--- src/rtl/alu_exec_stage.sv ---
// One-entry registered ALU execute stage with a valid/ready handshake on both sides.
// Result and flags are produced one cycle after a request is accepted.
module alu_exec_stage #(
  parameter int WIDTH = 32
) (
  input  logic             clk,
  input  logic             rst_n,
  input  logic             in_valid,
  output logic             in_ready,
  input  logic [2:0]       alu_control,
  input  logic [WIDTH-1:0] src_a,
  input  logic [WIDTH-1:0] src_b,
  output logic             out_valid,
  input  logic             out_ready,
  output logic [WIDTH-1:0] result,
  output logic             zero,
  output logic             carry,
  output logic             overflow,
  output logic             illegal
);

  localparam logic [2:0] OP_ADD = 3'b000;
  localparam logic [2:0] OP_SUB = 3'b001;
  localparam logic [2:0] OP_AND = 3'b010;
  localparam logic [2:0] OP_OR  = 3'b011;
  localparam logic [2:0] OP_SLT = 3'b101;

  logic             out_valid_q, out_valid_d;
  logic [WIDTH-1:0] result_q, result_d;
  logic             zero_q, zero_d;
  logic             carry_q, carry_d;
  logic             overflow_q, overflow_d;
  logic             illegal_q, illegal_d;

  logic             accept;
  logic             invert_b;
  logic [WIDTH-1:0] b_eff;
  logic [WIDTH:0]   sum_full;
  logic             sum_ovf;
  logic [WIDTH-1:0] exec_result;
  logic             exec_carry;
  logic             exec_ovf;
  logic             exec_illegal;

  assign in_ready = !out_valid_q || out_ready;
  assign accept   = in_valid && in_ready;

  // Single adder shared by add, sub and slt; sub/slt use A + ~B + 1.
  always_comb begin
    invert_b = (alu_control == OP_SUB) || (alu_control == OP_SLT);
    b_eff    = invert_b ? ~src_b : src_b;
    sum_full = {1'b0, src_a} + {1'b0, b_eff} + {{WIDTH{1'b0}}, invert_b};
    sum_ovf  = (src_a[WIDTH-1] == b_eff[WIDTH-1]) &&
               (sum_full[WIDTH-1] != src_a[WIDTH-1]);
  end

  always_comb begin
    exec_result  = '0;
    exec_carry   = 1'b0;
    exec_ovf     = 1'b0;
    exec_illegal = 1'b0;
    case (alu_control)
      OP_ADD, OP_SUB: begin
        exec_result = sum_full[WIDTH-1:0];
        exec_carry  = sum_full[WIDTH];
        exec_ovf    = sum_ovf;
      end
      OP_AND: exec_result = src_a & src_b;
      OP_OR:  exec_result = src_a | src_b;
      // N xor V keeps the signed compare correct when A-B overflows.
      OP_SLT: exec_result = {{(WIDTH-1){1'b0}}, sum_full[WIDTH-1] ^ sum_ovf};
      default: exec_illegal = 1'b1;
    endcase
  end

  always_comb begin
    out_valid_d = out_valid_q;
    result_d    = result_q;
    zero_d      = zero_q;
    carry_d     = carry_q;
    overflow_d  = overflow_q;
    illegal_d   = illegal_q;
    if (accept) begin
      out_valid_d = 1'b1;
      result_d    = exec_result;
      zero_d      = (exec_result == '0);
      carry_d     = exec_carry;
      overflow_d  = exec_ovf;
      illegal_d   = exec_illegal;
    end else if (out_ready) begin
      out_valid_d = 1'b0;
    end
  end

  always_ff @(posedge clk or negedge rst_n) begin
    if (!rst_n) begin
      out_valid_q <= 1'b0;
      result_q    <= '0;
      zero_q      <= 1'b0;
      carry_q     <= 1'b0;
      overflow_q  <= 1'b0;
      illegal_q   <= 1'b0;
    end else begin
      out_valid_q <= out_valid_d;
      result_q    <= result_d;
      zero_q      <= zero_d;
      carry_q     <= carry_d;
      overflow_q  <= overflow_d;
      illegal_q   <= illegal_d;
    end
  end

  assign out_valid = out_valid_q;
  assign result    = result_q;
  assign zero      = zero_q;
  assign carry     = carry_q;
  assign overflow  = overflow_q;
  assign illegal   = illegal_q;

endmodule

--- config.mk ---
export PLATFORM = sky130hd
export DESIGN_NAME = alu_exec_stage
export DESIGN_NICKNAME = d
export VERILOG_FILES = /design/src/rtl/alu_exec_stage.sv
export SDC_FILE = /design/constraint.sdc
export NUM_CORES = 1
export LEC_CHECK = 0
export CAP_MARGIN = 30
export CORE_UTILIZATION = 35
export CTS_BUF_LIST = sky130_fd_sc_hd__clkbuf_4 sky130_fd_sc_hd__clkbuf_8 sky130_fd_sc_hd__clkbuf_16
export DETAILED_ROUTE_END_ITERATION = 12
export SLEW_MARGIN = 30
export SYNTH_ARGS = -nofsm -noshare
export SYNTH_HDL_FRONTEND = slang
export SYNTH_SLANG_ARGS = --single-unit
--- constraint.sdc ---
create_clock -name clk -period 3.7 [get_ports clk]
set_input_delay 0.925 -clock clk [delete_from_list [all_inputs] [get_ports clk]]
set_output_delay 0.925 -clock clk [all_outputs]
set_load 0.02 [all_outputs]
==> results.md <==
- Worst skew pair latency: 0.28 ns
- Root buffer cell: clkbuf_16
- Pwr/cell area: 335 nW/um2
- Non-filler instance count after layout: 998
- Most frequent cells after synthesis: nand2_1, o21ai_0, a21oi_1, ha_1
- Netlist cell types: 75
- Final instance area: 7750 um2
- Max-capacitance violation count: 0
- Pin count of the biggest net entering global routing: 39
- Mean Syn Cell Area: 8.02 um2
- Critical Path AT: 4.11 ns
- Synthesized instance count: 554
- EDFF count, synth: 0
- First-pass GRT wire length: 28200 um
- Setup CP Type: in -> reg
- Synth area leaders: dfrtp_1, ha_1, xnor2_1
- Final Critical Period: 3.92 ns
- # IOs: 109
- Mapped Nets: 664
- Seq cells post-synth: 37
- Vias/cell: 5.46
- Internal power: 1640 uW
- Register area: 926 um2
- Crit end category: flop
- IO Port Bufs: 108
- Most used routing layer: met2
- Global route overflow: 0
- Top-count cell post-synth: nand2_1
- Num CTS Buffers: 5
- Final Max Tran Viols: 0
- Vias: 5445
- GPL Wtd Cong: 0.891
- Clock buffer depth: 2
- Sw Share: 0.366
- Vias in the first global route: 5623
- Final Hold Fails: 0
- CP required: 3.89 ns
- Worst hold path type: reg -> reg
- Setup Skew: 0.00222 ns
- Initial antenna violation count: 0
- Worst slew pin tran: 0.969 ns
- Outcome: finished with violations
- Ys async rst share: 1.00
- Post-layout worst setup margin: -0.223 ns
- Share of layout cells above drive strength 1: 0.343
- Die W: 115 um
- Post-Syn Area: 4440 um2
- Tcrit/Tclk final: 1.06
- Multi-input logic area: 3800 um2
- Initial Util: 0.364
- Ant. Diodes: 0
- Unrepaired setup endpoints after global routing: yes
- Clock-pin slew on the worst setup and hold paths: 0.06 ns
- Sw power: 950 uW
- H-tree levels: 2
- GRT Util Overall: 0.275
- Routed Antenna Nets: 0
- Total power: 2590 uW
- Register share of total power: 0.191
- Dominant synthesized flop cell: dfrtp_1
- Hold path start: result[7]
- Cts hold-fix bufs: 0
- Sink Count: 37
- Crit-path max FO: 6
- Core area: 12200 um2
- CP startpoint: alu_control[1]
- Synth warn: 0
- CTS tree: done
- Placed wire-length estimate: 13700 um
- Combinational share of power: 0.594
- GR Util met2: 0.484
- Avg WL per Cell: 17.7 um
- Clk network pwr share: 0.215
- TritonRoute pass-1 iters: 5
- Synth-to-layout area growth: 74.3%
- Critical Path Start Type: primary input
- Total Neg Setup Slack: -0.231 ns
- F_max: 0.255 GHz
- GR Util met1: 0.348
- Placed insts: 965
- Cell taking the most area after synthesis: dfrtp_1
- Die area: 13200 um2
- Leak: 0.00339 uW
- Fillers: 1080
- Final setup violation count: 2
- Placed cell areas: 6970 um2
- Worst VDD drop: 0.239 mV
- DRT iter0 DRCs: 308
- DRT Wirelength: 17600 um
- Row count: 40
- Failing checks: negative setup slack
- Drt drc: 0
- Critical R2R Launch: out_valid
- Yosys top cell area share: 0.208
- Seq/Total Area, Yosys: 0.208
- Die H: 115 um
- Fin nets: 939
- Met3 global-route usage: 0.0291
- Relative slew margins: 0.354
cell usage in the layout, fill, tap and decap left out, drive strengths merged, types with 3 or more instances in the layout:
| master | instances |
|---|---|
| maj3 | 21 |
| nor3 | 11 |
| a22o | 13 |
| nand2b | 7 |
| nor2 | 31 |
| o22ai | 3 |
| a21oi | 41 |
| o41ai | 3 |
| ha | 38 |
| and3 | 3 |
| or2 | 4 |
| or3 | 8 |
| o31ai | 5 |
| o221ai | 3 |
| a211oi | 8 |
| mux2 | 3 |
| o21bai | 3 |
| nand3 | 13 |
| o21ai | 50 |
| nor4b | 4 |
| nor2b | 3 |
| xnor2 | 37 |
| o21a | 11 |
| inv | 10 |
| xor2 | 9 |
| clkbuf | 5 |
| a31oi | 8 |
| nand4 | 10 |
| nor4 | 5 |
| clkdlybuf4s15 | 3 |
| a211o | 4 |
| dlygate4sd2 | 15 |
| and2 | 3 |
| a21o | 10 |
| dfrtp | 37 |
| clkdlybuf4s50 | 86 |
| buf | 194 |
| nand2 | 66 |
| a22oi | 5 |
through the flow:
| step | util | worst slack (ns) | hold WS, ns |
|---|---|---|---|
| 4_1_cts | 0.629 | -0.198 | 0.488 |
| 5_1_grt | 0.634 | -0.321 | 0.519 |
| 2_1_floorplan | - | -0.352 | 0.587 |
| 6_report | 0.634 | -0.223 | 0.480 |
| 3_3_place_gp | 0.571 | -1.08 | 0.460 |
| 3_5_place_dp | 0.571 | -1.22 | 0.475 |
power groups by stage:
stage,clock [uW],sequential (uW),combinational [uW]
after floorplan,0,559,624
after global placement,0,499,1340
after detailed placement,0,502,1360
after CTS,563,495,1500
after global routing,582,500,1650
final,558,495,1540
logic make-up after synthesis:
family | share of synthesized area
compound gates | 0.294
simple gates | 0.198
fa+ha+maj | 0.159
xor+xnor | 0.0907
buf+inv | 0.0400
flops | 0.208
mux | 0.00985
area by class of cell:
type                            instances  area share
Multi-Input combinational cell        476       0.491
Timing Repair Buffer                  299       0.331
Clock buffer                            5      0.0162
Clock inverter                          3     0.00888
Inverter                               10     0.00646
Tap cell                              168      0.0271
Sequential cell                        37       0.120
critical path, stage by stage:
cell and delay (ns):
buf_8 0.11, clkinv_8 0.06, nand2_8 0.09, buf_12 0.16, xnor2_4 0.18, ha_4 0.23
a21oi_4 0.18, inv_2 0.05, o31a_1 0.28, a211o_1 0.32, a221oi_4 0.37, buf_4 0.18
o21ai_2 0.06, xor2_2 0.17, a2111oi_4 0.34, nand4_1 0.17, o31ai_2 0.20
sequential cells by signal (all words and copies together), names as in the netlist:
register   cells
overflow       1
out_valid      1
zero           1
result        32
illegal        1
carry          1
final timing paths:
check | end | depth (start not counted) | slack, ns
max | zero | 17 | -0.22
min | result[7] | 2 | 0.48
max reg2reg | zero | 9 | 1.33
min reg2reg | result[7] | 2 | 0.48
max in group asynchronous | result[1] | 1 | 2.47
min in group asynchronous | result[22] | 1 | 0.73
routing by layer:
metal	vias to the layer above	wire length (um)
li1	2614	-
met1	2585	7750
met2	210	8560
met3	36	881
met4	0	455
met5	-	0
what timing repair did:
action / CTS / global route
endpoints found under the hold margin: 0 / 0
pin swaps: 60 / 21
gates cloned: 1 / 0
setup endpoints to repair: 21 / 8
gates resized for setup: 100 / 16
buffers inserted: 24 / 3
(Power assumes the default switching activity.)
